### src/rtl/reg_wb_pkg.sv
// reg_wb_pkg: shared types and defaults for the register write-back stage.
//   wb_state_t : write sequencer states (IDLE, WRITE, HOLD)
//   wb_src_t   : request source, used for round-robin arbitration
//   reg_onehot : one-hot register-enable decode of a register address
package reg_wb_pkg;

    localparam int NREGS_DEF  = 32;
    localparam int ADDR_W_DEF = 5;
    localparam int DATA_W_DEF = 32;

    typedef enum logic [1:0] {
        IDLE,
        WRITE,
        HOLD
    } wb_state_t;

    typedef enum logic {
        SRC_ALU,
        SRC_LD
    } wb_src_t;

    function automatic logic [NREGS_DEF-1:0] reg_onehot(input logic [ADDR_W_DEF-1:0] addr);
        logic [NREGS_DEF-1:0] dec;
        dec       = '0;
        dec[addr] = 1'b1;
        return dec;
    endfunction

endpackage

### src/rtl/reg_wb_fifo.sv
// reg_wb_fifo: synchronous FIFO of {addr, data} register writes.
//   push/push_addr/push_data : enqueue (ignored while full)
//   pop                      : dequeue head (ignored while empty)
//   head_addr/head_data      : current head entry
//   count/full/empty         : registered occupancy and flags
//   entry_valid/entry_addrs  : per-slot valid mask and flat address view,
//                              used by the hazard lookup
module reg_wb_fifo #(
    parameter int DEPTH  = 4,
    parameter int ADDR_W = 5,
    parameter int DATA_W = 32
) (
    input  logic                      clk,
    input  logic                      rst_n,
    input  logic                      push,
    input  logic [ADDR_W-1:0]         push_addr,
    input  logic [DATA_W-1:0]         push_data,
    input  logic                      pop,
    output logic [ADDR_W-1:0]         head_addr,
    output logic [DATA_W-1:0]         head_data,
    output logic [$clog2(DEPTH):0]    count,
    output logic                      full,
    output logic                      empty,
    output logic [DEPTH-1:0]          entry_valid,
    output logic [DEPTH*ADDR_W-1:0]   entry_addrs
);

    localparam int PTR_W = $clog2(DEPTH);

    logic [ADDR_W-1:0] addr_mem [DEPTH];
    logic [DATA_W-1:0] data_mem [DEPTH];
    logic [PTR_W-1:0]  wr_ptr;
    logic [PTR_W-1:0]  rd_ptr;
    logic              do_push;
    logic              do_pop;

    assign full    = (count == ($clog2(DEPTH)+1)'(DEPTH));
    assign empty   = (count == '0);
    assign do_push = push && !full;
    assign do_pop  = pop && !empty;

    assign head_addr = addr_mem[rd_ptr];
    assign head_data = data_mem[rd_ptr];

    // NOTE: sequential state uses non-blocking assignments so every register
    // samples the pre-edge values, independent of statement order.
    always_ff @(posedge clk) begin
        if (!rst_n) begin
            wr_ptr <= '0;
            rd_ptr <= '0;
            count  <= '0;
        end else begin
            // DEPTH is a power of two, so pointer overflow is the wrap.
            if (do_push) wr_ptr <= wr_ptr + 1'b1;
            if (do_pop)  rd_ptr <= rd_ptr + 1'b1;
            case ({do_push, do_pop})
                2'b10:   count <= count + 1'b1;
                2'b01:   count <= count - 1'b1;
                default: count <= count;
            endcase
        end
    end

    // NOTE: the storage array has no reset; entries are only observed
    // through count/entry_valid, which are reset, so stale data is harmless.
    always_ff @(posedge clk) begin
        if (do_push) begin
            addr_mem[wr_ptr] <= push_addr;
            data_mem[wr_ptr] <= push_data;
        end
    end

    // A slot is live when its distance from the read pointer is below count.
    // NOTE: every variable driven here gets a default first so no latch is
    // inferred on any path through the loop.
    always_comb begin
        logic [PTR_W-1:0] offset;
        offset      = '0;
        entry_valid = '0;
        entry_addrs = '0;
        for (int i = 0; i < DEPTH; i++) begin
            offset                         = PTR_W'(i) - rd_ptr;
            entry_valid[i]                 = ((PTR_W+1)'(offset) < count);
            entry_addrs[i*ADDR_W +: ADDR_W] = addr_mem[i];
        end
    end

endmodule

### src/rtl/reg_writeback.sv
// reg_writeback: write-back stage driving a level-sensitive register array.
//   alu_* / ld_*   : valid/ready write request groups (addr, data)
//   wr_en/wr_data  : one-hot register enable and shared data bus; data is set
//                    with the enable pulse and held through the following
//                    HOLD cycle, so one write completes every two cycles
//   chk_addr/chk_hit : hazard lookup, combinational
//   busy           : writes buffered or a write sequence in progress
module reg_writeback
    import reg_wb_pkg::*;
#(
    parameter int NREGS  = NREGS_DEF,
    parameter int ADDR_W = ADDR_W_DEF,
    parameter int DATA_W = DATA_W_DEF,
    parameter int DEPTH  = 4
) (
    input  logic              clk,
    input  logic              rst_n,
    input  logic              alu_valid,
    output logic              alu_ready,
    input  logic [ADDR_W-1:0] alu_addr,
    input  logic [DATA_W-1:0] alu_data,
    input  logic              ld_valid,
    output logic              ld_ready,
    input  logic [ADDR_W-1:0] ld_addr,
    input  logic [DATA_W-1:0] ld_data,
    output logic [NREGS-1:0]  wr_en,
    output logic [DATA_W-1:0] wr_data,
    input  logic [ADDR_W-1:0] chk_addr,
    output logic              chk_hit,
    output logic              busy
);

    wb_state_t                state;
    wb_src_t                  last;
    logic [ADDR_W-1:0]        cur_addr;

    logic                     full;
    logic                     empty;
    logic [$clog2(DEPTH):0]   count;
    logic [ADDR_W-1:0]        head_addr;
    logic [DATA_W-1:0]        head_data;
    logic [DEPTH-1:0]         entry_valid;
    logic [DEPTH*ADDR_W-1:0]  entry_addrs;

    logic                     alu_acc;
    logic                     ld_acc;
    logic                     push;
    logic [ADDR_W-1:0]        push_addr;
    logic [DATA_W-1:0]        push_data;
    logic                     pop;

    // Round-robin: a path yields only when the other path is requesting and
    // it was the last one served. Neither ready looks at its own valid.
    assign alu_ready = !full && (!ld_valid  || last == SRC_LD);
    assign ld_ready  = !full && (!alu_valid || last == SRC_ALU);
    assign alu_acc   = alu_valid && alu_ready;
    assign ld_acc    = ld_valid && ld_ready;

    assign push_addr = ld_acc ? ld_addr : alu_addr;
    assign push_data = ld_acc ? ld_data : alu_data;
    // Writes to r0 complete the handshake but are dropped here.
    assign push      = (alu_acc || ld_acc) && (push_addr != '0);
    // A new write may start from IDLE or straight out of HOLD.
    assign pop       = (state != WRITE) && !empty;

    reg_wb_fifo #(
        .DEPTH  (DEPTH),
        .ADDR_W (ADDR_W),
        .DATA_W (DATA_W)
    ) u_fifo (
        .clk         (clk),
        .rst_n       (rst_n),
        .push        (push),
        .push_addr   (push_addr),
        .push_data   (push_data),
        .pop         (pop),
        .head_addr   (head_addr),
        .head_data   (head_data),
        .count       (count),
        .full        (full),
        .empty       (empty),
        .entry_valid (entry_valid),
        .entry_addrs (entry_addrs)
    );

    always_ff @(posedge clk) begin
        if (!rst_n) begin
            state    <= IDLE;
            last     <= SRC_ALU;
            cur_addr <= '0;
            wr_en    <= '0;
            wr_data  <= '0;
        end else begin
            if (ld_acc)       last <= SRC_LD;
            else if (alu_acc) last <= SRC_ALU;

            case (state)
                IDLE, HOLD: begin
                    if (pop) begin
                        state    <= WRITE;
                        cur_addr <= head_addr;
                        wr_data  <= head_data;
                        wr_en    <= NREGS'(reg_onehot(ADDR_W_DEF'(head_addr)));
                    end else begin
                        state <= IDLE;
                    end
                end
                WRITE: begin
                    state <= HOLD;
                    wr_en <= '0;
                end
                default: begin
                    state <= IDLE;
                    wr_en <= '0;
                end
            endcase
        end
    end

    // The HOLD address is excluded: that register has already been written.
    always_comb begin
        logic hit;
        hit = 1'b0;
        for (int i = 0; i < DEPTH; i++) begin
            if (entry_valid[i] && entry_addrs[i*ADDR_W +: ADDR_W] == chk_addr)
                hit = 1'b1;
        end
        if (state == WRITE && cur_addr == chk_addr)
            hit = 1'b1;
        chk_hit = hit && (chk_addr != '0);
    end

    assign busy = (count != '0) || (state != IDLE);

endmodule

### config.mk
export PLATFORM = sky130hd
export DESIGN_NAME = reg_writeback
export DESIGN_NICKNAME = d
export VERILOG_FILES = /design/src/rtl/reg_wb_pkg.sv /design/src/rtl/reg_wb_fifo.sv /design/src/rtl/reg_writeback.sv
export SDC_FILE = /design/constraint.sdc
export NUM_CORES = 1
export LEC_CHECK = 0
export BUFFER_PORTS_ARGS = -buffer_cell sky130_fd_sc_hd__buf_2
export CAP_MARGIN = 5
export CORE_ASPECT_RATIO = 1.2
export CORE_UTILIZATION = 50
export DETAILED_ROUTE_END_ITERATION = 7
export GPL_ROUTABILITY_DRIVEN = 0
export HOLD_SLACK_MARGIN = 0.08
export PLACE_DENSITY = 0.72
export RECOVER_POWER = 100
export SYNTH_ARGS = -nofsm -noshare
export SYNTH_HDL_FRONTEND = slang
export SYNTH_SLANG_ARGS = --single-unit
### constraint.sdc
create_clock -name clk -period 6.7 [get_ports clk]
set_input_delay 1.005 -clock clk [delete_from_list [all_inputs] [get_ports clk]]
set_output_delay 1.005 -clock clk [all_outputs]
set_load 0.02 [all_outputs]
==> flow_metrics.env, run 1 <==
export IMPL_dr_pass1_iters=5
export IMPL_drt_iter0_drc=369
export IMPL_crit_chain="inv_1 > ha_1 > a21oi_1 > nor2_1 > o2111ai_1 > o31a_1 > a21oi_1 > buf_2"
export IMPL_yosys_area_top_type="edfxtp_1"
export IMPL_cpMaxStageDelayCell="dfxtp_1"
export IMPL_max_slew_margin_rel_pct=-91.7
export IMPL_grt_pass1_wl_mm=31.1
export IMPL_final_cell_mix="148 x edfxtp_1, 83 x nand2_1, 82 x buf_2"
export IMPL_cpPeakStageDelay_ns=1.51
export IMPL_p_per_area_nw_per_um2=435
export IMPL_syn_avg_cell_area_um2=14.5
export IMPL_ant_nets=0
export IMPL_worstMarginPinSlew_ns=2.87
export IMPL_hold_buffers=0
export IMPL_final_cells=1056
export IMPL_fillers=1431
export IMPL_dp_cells=1015
export IMPL_num_antenna_cells=0
export IMPL_numCtsBuffers=23
export IMPL_r2r_end="u_fifo.addr_mem[1][4]$_DFFE_PP_"
export IMPL_hold_viol_final=0
export IMPL_setup_worst_path_start_class="register"
export IMPL_worstRegToRegCells=4
export IMPL_die_width_um=127
export IMPL_synth_distinct_cells=48
export IMPL_p_leak_nw=3.76
export IMPL_drcViolationCount=0
export IMPL_post_cts_buffers=0
export IMPL_fin_nets=881
export IMPL_synthCells=649
export IMPL_worst_path_max_fanout=35
export IMPL_ir_worst_vdd_mv=0.287
export IMPL_clockBufferDepth=3
export IMPL_hold_path_depth=2
export IMPL_preCtsSetupSlack_ns=3.25
export IMPL_h_tree_depth=1
export IMPL_grt_use_total_pct=20.5
export IMPL_fmax_mhz=221
export IMPL_period_needed_ns=4.52
export IMPL_finalMaxSlewViolations=276
export IMPL_grt_max_degree=50
export IMPL_post_cts_resized=0
export IMPL_status="finished, violations left"
export IMPL_syn_nets=742
export IMPL_viasPerCell=5.49
export IMPL_insertion_delay_ns=0.50
export IMPL_violations="capacitance limit, slew limit"
export IMPL_netlist_area_leader_share_pct=47.2
export IMPL_holdPathEnd="wr_data[23]$_SDFFE_PN0P_"
export IMPL_synth_area_um2=9410
export IMPL_grt_pass1_vias=6106
export IMPL_setup_viol=0
export IMPL_finalCritPeriodShare_pct=67.5
export IMPL_overflow=0
export IMPL_startpoint="u_fifo.rd_ptr[1]$_SDFFE_PN0P_"
export IMPL_cts_root_buf="clkbuf_16"
export IMPL_path_common_cell="a21oi_1"
export IMPL_drt_wl_total_mm=19.3
export IMPL_synth_seq_area_share_pct=64.5
export IMPL_ys_seq_elements=229
export IMPL_worstSetupPathType="reg -> out"
export IMPL_setup_slack_ns=2.18
export IMPL_final_setup_tns_ns=0
export IMPL_yosys_warnings=0
export IMPL_cts_tree="done"
export IMPL_endpoint_kind="output pin"
export IMPL_r2r_setup_slack_ns=2.79
export IMPL_final_common_cell="edfxtp_1"
export IMPL_drive_above_1_share_pct=20.6
export IMPL_clock_sinks=229
export IMPL_io_buffers=150
export IMPL_rows=54
export IMPL_worstPathArrival_ns=3.52
export IMPL_rsz0062_at_grt="false"
export IMPL_routedWlPerCell_um=18.3
export IMPL_vias=5795
export IMPL_timing_rr_start="u_fifo.count[0]$_SDFFE_PN0P_"
export IMPL_hp_class="reg -> reg"
export IMPL_io_pins=151
export IMPL_drv_cap=7
export IMPL_dieArea_um2=19400
export IMPL_finClkSkew_ns=0.0145
export IMPL_dp_hpwl_mm=12.3
export IMPL_antenna_found_initial=0
export IMPL_clk_pin_slew_ns=0.06
export IMPL_die_h_um=152
export IMPL_min_from="wr_data[23]$_SDFFE_PN0P_"
export IMPL_syn_to_final_growth_pct=16.2
export IMPL_initial_utilization_pct=51.4
export IMPL_core_area_um2=18300
export IMPL_cp_required_ns=5.69
export IMPL_yosys_top_cells_area="edfxtp_1 47%, dfxtp_1 17%, mux4_2 8.9%"
-- cells in the mapped netlist, drive strengths merged --
cell type,n
edfxtp,148
nand2,83
dfxtp,81
nor2,43
a21boi,40
mux2,37
mux4,37
a22oi,32
xnor2,21
buf,19
clkbuf,19
inv,15
and2,9
ha,9
xor2,9
a21oi,7
nor3,7
and3,3
nand2b,3
nand4,3
o21ai,3
or4,3
a2111oi,2
nor2b,2
nor3b,2
o2111ai,2
a21o,1
and2b,1
fa,1
mux2i,1
o211a,1
o211ai,1
o221ai,1
o31a,1
or2,1
or3,1
-- sequential cells by signal (all words and copies together) (netlist names), named ones only --
name / count
wr_en: 32
u_fifo.count: 3
state: 2
last: 1
u_fifo.addr_mem: 20
cur_addr: 5
wr_data: 32
u_fifo.rd_ptr: 2
u_fifo.data_mem: 128
u_fifo.wr_ptr: 2
-- worst max-delay path by stage --
stage                     endpoint  cells after the start
final                      chk_hit                      8
after global routing       chk_hit                      7
after detailed placement   chk_hit                      8
after CTS                  chk_hit                      8
after global placement     chk_hit                      8
after floorplan            chk_hit                      6
-- worst max-delay path: cells and delay by family, from the launching register on --
family | cells | cell delay [ns]
flip-flops | 1 | 1.51
buffers and inverters | 2 | 0.42
adder cells (fa/ha/maj) | 1 | 0.40
AND/OR/NAND/NOR | 1 | 0.12
AO/OA/AOI/OAI | 4 | 0.57
-- metal layers --
metal	part of all wire [%]	global-route usage [%]	up-vias
li1	-	-	2672
met1	41	25.6	2848
met2	51	36.3	222
met3	4.9	2.53	53
met4	3.3	7.54	0
met5	0	0	-
-- metrics by stage --
step                      area, µm²  hold slack [ns]  total power [W]  util, %
after floorplan                9410            0.455          0.00313        -
after global placement        10300            0.454          0.00351     56.4
after detailed placement      10300            0.458          0.00358     56.4
after CTS                     11100            0.466          0.00483     60.4
after global routing          10900            0.496          0.00501     59.7
final                         10900            0.468          0.00475     59.7
-- report_power, final --
group / total [W] / internal [W] / switching (W)
sequential: 0.00205 / 0.00189 / 0.000165
clock: 0.00125 / 0.000744 / 0.000504
combinational: 0.00145 / 0.000497 / 0.000957
total: 0.00475 / 0.00313 / 0.00163
-- cell type report --
class / count / area (µm²) / area share (%)
Clock buffer: 33 / 643 / 5.88
Clock inverter: 8 / 93.8 / 0.858
Inverter: 15 / 56.3 / 0.515
Multi-Input combinational cell: 367 / 3080 / 28.2
Sequential cell: 229 / 6070 / 55.5
Tap cell: 252 / 315 / 2.88
Timing Repair Buffer: 152 / 681 / 6.22
-- cells by family after synthesis --
| group | share of synthesized area (%) |
|---|---|
| flops | 64.5 |
| simple gates | 8.10 |
| compound gates | 7.26 |
| mux | 13.4 |
| buf+inv | 2.61 |
| xor+xnor | 2.79 |
| fa+ha+maj | 1.41 |
No activity file was read; power rests on OpenSTA's default activity.
==> inputs of run 2 (changes only) <==
--- a/config.mk
+++ b/config.mk
@@ -12,7 +12,7 @@
 export DETAILED_ROUTE_END_ITERATION = 7
 export GPL_ROUTABILITY_DRIVEN = 0
 export HOLD_SLACK_MARGIN = 0.08
-export PLACE_DENSITY = 0.72
+export PLACE_DENSITY = 0.75
 export RECOVER_POWER = 100
 export SYNTH_ARGS = -nofsm -noshare
 export SYNTH_HDL_FRONTEND = slang
==> constraint.sdc (replaced) <==
create_clock -name clk -period 3.7 [get_ports clk]
set_input_delay 0.555 -clock clk [delete_from_list [all_inputs] [get_ports clk]]
set_output_delay 0.555 -clock clk [all_outputs]
set_load 0.02 [all_outputs]
==> flow_metrics.env, run 2 (synthesized netlist as in run 1, its figures left out) <==
export IMPL_final_cell_mix="148 x edfxtp_1, 83 x nand2_1, 83 x buf_2"
export IMPL_post_cts_resized=0
export IMPL_numCtsBuffers=23
export IMPL_largest_register_ffs=128
export IMPL_worstRegToRegCells=6
export IMPL_drt_wl_total_mm=19.1
export IMPL_hold_buffers=0
export IMPL_min_from="ld_data[29]"
export IMPL_insertion_delay_ns=0.50
export IMPL_clockBufferDepth=3
export IMPL_startpoint="u_fifo.rd_ptr[0]$_SDFFE_PN0P_"
export IMPL_drv_cap=3
export IMPL_violations="capacitance limit, slew limit"
export IMPL_h_tree_depth=1
export IMPL_fmax_mhz=316
export IMPL_endpoint_kind="output pin"
export IMPL_viasPerCell=5.33
export IMPL_ir_worst_vdd_mv=0.455
export IMPL_routedWlPerCell_um=18.1
export IMPL_final_core_util_pct=59.9
export IMPL_clk_pin_slew_ns=0.06
export IMPL_final_setup_tns_ns=0
export IMPL_hp_class="in -> reg"
export IMPL_wl_met2_mm=10.2
export IMPL_post_cts_buffers=0
export IMPL_top_register="u_fifo.data_mem"
export IMPL_ant_nets=0
export IMPL_cts_tree="done"
export IMPL_status="finished, violations left"
export IMPL_top_layer_used="met4"
export IMPL_dp_cells=1017
export IMPL_overflow=0
export IMPL_finClkSkew_ns=0.00893
export IMPL_rsz0062_at_grt="false"
export IMPL_grt_use_total_pct=20.2
export IMPL_clock_sinks=229
export IMPL_hold_slack_ns=0.415
export IMPL_die_h_um=152
export IMPL_antenna_found_initial=0
export IMPL_cp_required_ns=3.14
export IMPL_timing_rr_start="u_fifo.count[2]$_SDFFE_PN0P_"
export IMPL_final_cells=1058
export IMPL_num_antenna_cells=0
export IMPL_worstSetupPathType="reg -> out"
export IMPL_top_regs="u_fifo.data_mem: 128 flops, wr_data: 32 flops, wr_en: 32 flops"
export IMPL_fin_nets=883
export IMPL_drive_above_1_share_pct=22.3
export IMPL_p_leak_nw=3.79
export IMPL_r2r_end="wr_en[29]$_SDFFE_PN0P_"
export IMPL_io_buffers=150
export IMPL_dr_pass1_iters=5
export IMPL_core_area_um2=18300
export IMPL_finalMaxSlewViolations=115
export IMPL_worstPathArrival_ns=2.61
export IMPL_drt_iter0_drc=291
export IMPL_io_pins=151
export IMPL_final_common_cell="edfxtp_1"
export IMPL_grt_pass1_vias=5790
export IMPL_r2r_setup_slack_ns=0.63
export IMPL_grt_max_degree=50
export IMPL_die_width_um=127
export IMPL_hold_viol_final=0
export IMPL_worstMarginPinSlew_ns=1.80
export IMPL_setup_viol=0
export IMPL_initial_utilization_pct=51.4
export IMPL_worst_path_max_fanout=11
export IMPL_dieArea_um2=19400
export IMPL_rows=54
export IMPL_period_needed_ns=3.16
export IMPL_crit_end="chk_hit"
export IMPL_total_power_w=0.00860
export IMPL_p_per_area_nw_per_um2=783
export IMPL_grt_pass1_wl_mm=30.6
export IMPL_cts_root_buf="clkbuf_16"
export IMPL_drcViolationCount=0
export IMPL_finalCritPeriodShare_pct=85.5
export IMPL_syn_to_final_growth_pct=16.6
export IMPL_dp_hpwl_mm=12.3
export IMPL_dr_wl_met3_um=963
export IMPL_wl_met1_mm=7.75
export IMPL_vias=5634
export IMPL_setup_worst_path_start_class="register"
export IMPL_max_slew_margin_rel_pct=-19.9
-- run 2: layout make-up --
class,count,area (µm²)
clock buffers,25,603
flip-flops and latches,229,6070
fillers,1397,7330
well taps,252,315
clock inverters,16,173
inverters,15,56.3
multi-input cells,367,3070
repair buffers,154,693
-- run 2: metal layers --
metal / global-route usage [%] / up-vias
met4: 4.71 / 0
met1: 24.8 / 2775
met3: 3.20 / 19
li1: - / 2674
met2: 36.9 / 166
met5: 0 / -
-- run 2: how the worst min path moves through the flow --
stage	depth (start not counted)	end	slack, ns
4_1_cts	2	u_fifo.data_mem[0][29]$_DFFE_PP_	0.39
3_5_place_dp	2	wr_data[29]$_SDFFE_PN0P_	0.46
5_1_grt	2	u_fifo.data_mem[0][3]$_DFFE_PP_	0.42
2_1_floorplan	2	cur_addr[2]$_SDFFE_PN0P_	0.46
6_report	2	u_fifo.data_mem[0][29]$_DFFE_PP_	0.41
3_3_place_gp	2	wr_data[3]$_SDFFE_PN0P_	0.45
-- run 2: through the flow --
step	cell area, µm²	setup slack, ns
after floorplan	9410	1.03
after global placement	10300	0.870
after detailed placement	10300	0.741
after CTS	11100	0.693
after global routing	11000	0.250
final	11000	0.537
-- run 2: report_power, final --
group | switching [W] | internal [W] | total [W]
clock network | 0.000954 | 0.00139 | 0.00235
logic | 0.00170 | 0.000880 | 0.00258
registers | 0.000279 | 0.00339 | 0.00367
total | 0.00293 | 0.00567 | 0.00860
-- run 2: critical path: stages, from the launching register on --
cell       delay, ns
dfxtp_1         0.72
xnor2_1         0.22
inv_1           0.07
ha_1            0.17
nor2b_1         0.12
a2111oi_0       0.39
nor3_1          0.10
a21oi_1         0.14
buf_2           0.19
==> inputs of run 3 (changes only) <==
--- a/config.mk
+++ b/config.mk
@@ -5,14 +5,14 @@
 export SDC_FILE = /design/constraint.sdc
 export NUM_CORES = 1
 export LEC_CHECK = 0
-export BUFFER_PORTS_ARGS = -buffer_cell sky130_fd_sc_hd__buf_2
 export CAP_MARGIN = 5
 export CORE_ASPECT_RATIO = 1.2
 export CORE_UTILIZATION = 50
 export DETAILED_ROUTE_END_ITERATION = 7
+export DONT_BUFFER_PORTS = 1
 export GPL_ROUTABILITY_DRIVEN = 0
 export HOLD_SLACK_MARGIN = 0.08
-export PLACE_DENSITY = 0.75
+export PLACE_DENSITY = 0.68
 export RECOVER_POWER = 100
 export SYNTH_ARGS = -nofsm -noshare
 export SYNTH_HDL_FRONTEND = slang
==> flow_metrics.env, run 3 (synthesized netlist as in run 1, its figures left out) <==
export IMPL_rsz0062_at_grt="false"
export IMPL_power_internal_w=0.00552
export IMPL_final_cell_mix="148 x edfxtp_1, 82 x nand2_1, 80 x dfxtp_1"
export IMPL_switching_power_w=0.00281
export IMPL_crit_chain="nor3_1 > a21o_1 > clkbuf_1 > nor3_4 > a22oi_1 > nor2_1"
export IMPL_largest_register_ffs=128
export IMPL_endpoint_kind="register"
export IMPL_hold_path_depth=1
export IMPL_drv_cap=2
export IMPL_min_from="rst_n"
export IMPL_clockBufferDepth=3
export IMPL_swShare_pct=33.7
export IMPL_r2r_setup_slack_ns=0.69
export IMPL_core_area_um2=18300
export IMPL_holdPathEnd="state[0]$_SDFF_PN0_"
export IMPL_dp_hpwl_mm=11.6
export IMPL_initial_utilization_pct=51.4
export IMPL_ir_worst_vdd_mv=0.418
export IMPL_period_needed_ns=3.01
export IMPL_numCtsBuffers=23
export IMPL_cpPeakStageDelay_ns=1.27
export IMPL_overflow=0
export IMPL_p_per_area_nw_per_um2=811
export IMPL_violations="capacitance limit, slew limit"
export IMPL_vias=5115
export IMPL_timing_rr_start="u_fifo.count[2]$_SDFFE_PN0P_"
export IMPL_grt_use_total_pct=19.2
export IMPL_cp_required_ns=4.04
export IMPL_insertion_delay_ns=0.51
export IMPL_viasPerCell=5.63
export IMPL_drive_above_1_share_pct=14.2
export IMPL_cp_top_family="buffers and inverters"
export IMPL_setup_viol=0
export IMPL_top_register="u_fifo.data_mem"
export IMPL_clock_power_share_pct=27.2
export IMPL_grt_pass1_wl_mm=28.8
export IMPL_r2r_end="wr_en[0]$_SDFFE_PN0P_"
export IMPL_ant_nets=0
export IMPL_setup_worst_path_start_class="register"
export IMPL_grt_max_degree=50
export IMPL_final_setup_tns_ns=0
export IMPL_finalCritPeriodShare_pct=81.2
export IMPL_num_antenna_cells=0
export IMPL_rows=54
export IMPL_h_tree_depth=1
export IMPL_drt_wl_total_mm=18.2
export IMPL_cts_tree="done"
export IMPL_io_pins=151
export IMPL_drcViolationCount=0
export IMPL_die_width_um=127
export IMPL_fin_nets=732
export IMPL_clk_pin_slew_ns=0.06
export IMPL_top_regs="u_fifo.data_mem: 128 flops, wr_data: 32 flops, wr_en: 32 flops"
export IMPL_antenna_found_initial=1
export IMPL_status="finished, violations left"
export IMPL_p_seq_share_pct=46.9
export IMPL_finClkSkew_ns=0.0115
export IMPL_fillers=1451
export IMPL_die_h_um=152
export IMPL_worstPathArrival_ns=3.35
export IMPL_grt_pass1_vias=5443
export IMPL_post_cts_resized=0
export IMPL_worstSetupPathType="reg -> reg"
export IMPL_cts_root_buf="clkbuf_16"
export IMPL_routedWlPerCell_um=20.0
export IMPL_syn_to_final_growth_pct=9.20
export IMPL_io_buffers=0
export IMPL_hold_buffers=0
export IMPL_cpMaxStageDelayCell="clkbuf_1"
export IMPL_fmax_mhz=333
export IMPL_setup_slack_ns=0.694
export IMPL_worstRegToRegCells=6
export IMPL_drt_iter0_drc=243
export IMPL_clock_sinks=229
export IMPL_p_leak_nw=3.39
export IMPL_p_comb_share_pct=25.9
export IMPL_hp_class="in -> reg"
export IMPL_worst_path_max_fanout=37
export IMPL_crit_buf_inv=1
export IMPL_finalMaxSlewViolations=77
export IMPL_final_common_cell="edfxtp_1"
export IMPL_max_slew_margin_rel_pct=-17.6
export IMPL_preCtsSetupSlack_ns=0.891
export IMPL_post_cts_buffers=0
export IMPL_dieArea_um2=19400
export IMPL_worstMarginPinSlew_ns=1.76
export IMPL_hold_viol_final=0
export IMPL_dr_pass1_iters=4
run 3: how the worst max path moves through the flow:
stage | startpoint | end | slack (ns) | depth (start not counted)
after floorplan | ld_addr[1] | u_fifo.count[2]$_SDFFE_PN0P_ | 1.03 | 10
after global placement | ld_addr[1] | u_fifo.count[2]$_SDFFE_PN0P_ | 0.98 | 10
after detailed placement | alu_addr[1] | u_fifo.count[2]$_SDFFE_PN0P_ | 0.89 | 10
after CTS | u_fifo.rd_ptr[1]$_SDFFE_PN0P_ | chk_hit | 0.74 | 6
after global routing | u_fifo.count[2]$_SDFFE_PN0P_ | wr_en[28]$_SDFFE_PN0P_ | 0.37 | 6
final | u_fifo.count[2]$_SDFFE_PN0P_ | wr_en[0]$_SDFFE_PN0P_ | 0.69 | 6
run 3: cell type report:
type                            count  area (µm²)  area share, %
Clock buffer                       33         641           6.23
Clock inverter                      9         104           1.01
Inverter                           15        56.3          0.548
Multi-Input combinational cell    367        3080           29.9
Sequential cell                   229        6070           59.0
Tap cell                          252         315           3.07
Timing Repair Buffer                3        18.8          0.183
run 3: per-layer routing:
layer / wire (µm) / up-vias / global-route usage, %
met5: 13 / - / 0
li1: - / 2365 / -
met4: 275 / 2 / 4.93
met2: 9390 / 168 / 35.2
met3: 1430 / 25 / 4.56
met1: 7070 / 2555 / 22.3
run 3: through the flow:
| step | cell area (µm²) | cells | power (W) | utilization, % | hold slack [ns] |
|---|---|---|---|---|---|
| after floorplan | 9410 | 649 | 0.00567 | - | 0.455 |
| after global placement | 9580 | 866 | 0.00612 | 52.3 | 0.465 |
| after detailed placement | 9580 | 866 | 0.00623 | 52.3 | 0.472 |
| after CTS | 10300 | 908 | 0.00850 | 56.4 | 0.165 |
| after global routing | 10300 | 908 | 0.00880 | 56.1 | 0.176 |
| final | 10300 | 908 | 0.00833 | 56.1 | 0.180 |
run 3: power by group through the flow:
stage / Combinational [W] / Sequential [W] / Clock [W]
after floorplan: 0.00182 / 0.00385 / 0
after global placement: 0.00219 / 0.00393 / 0
after detailed placement: 0.00226 / 0.00397 / 0
after CTS: 0.00227 / 0.00392 / 0.00231
after global routing: 0.00242 / 0.00396 / 0.00241
final: 0.00216 / 0.00391 / 0.00226
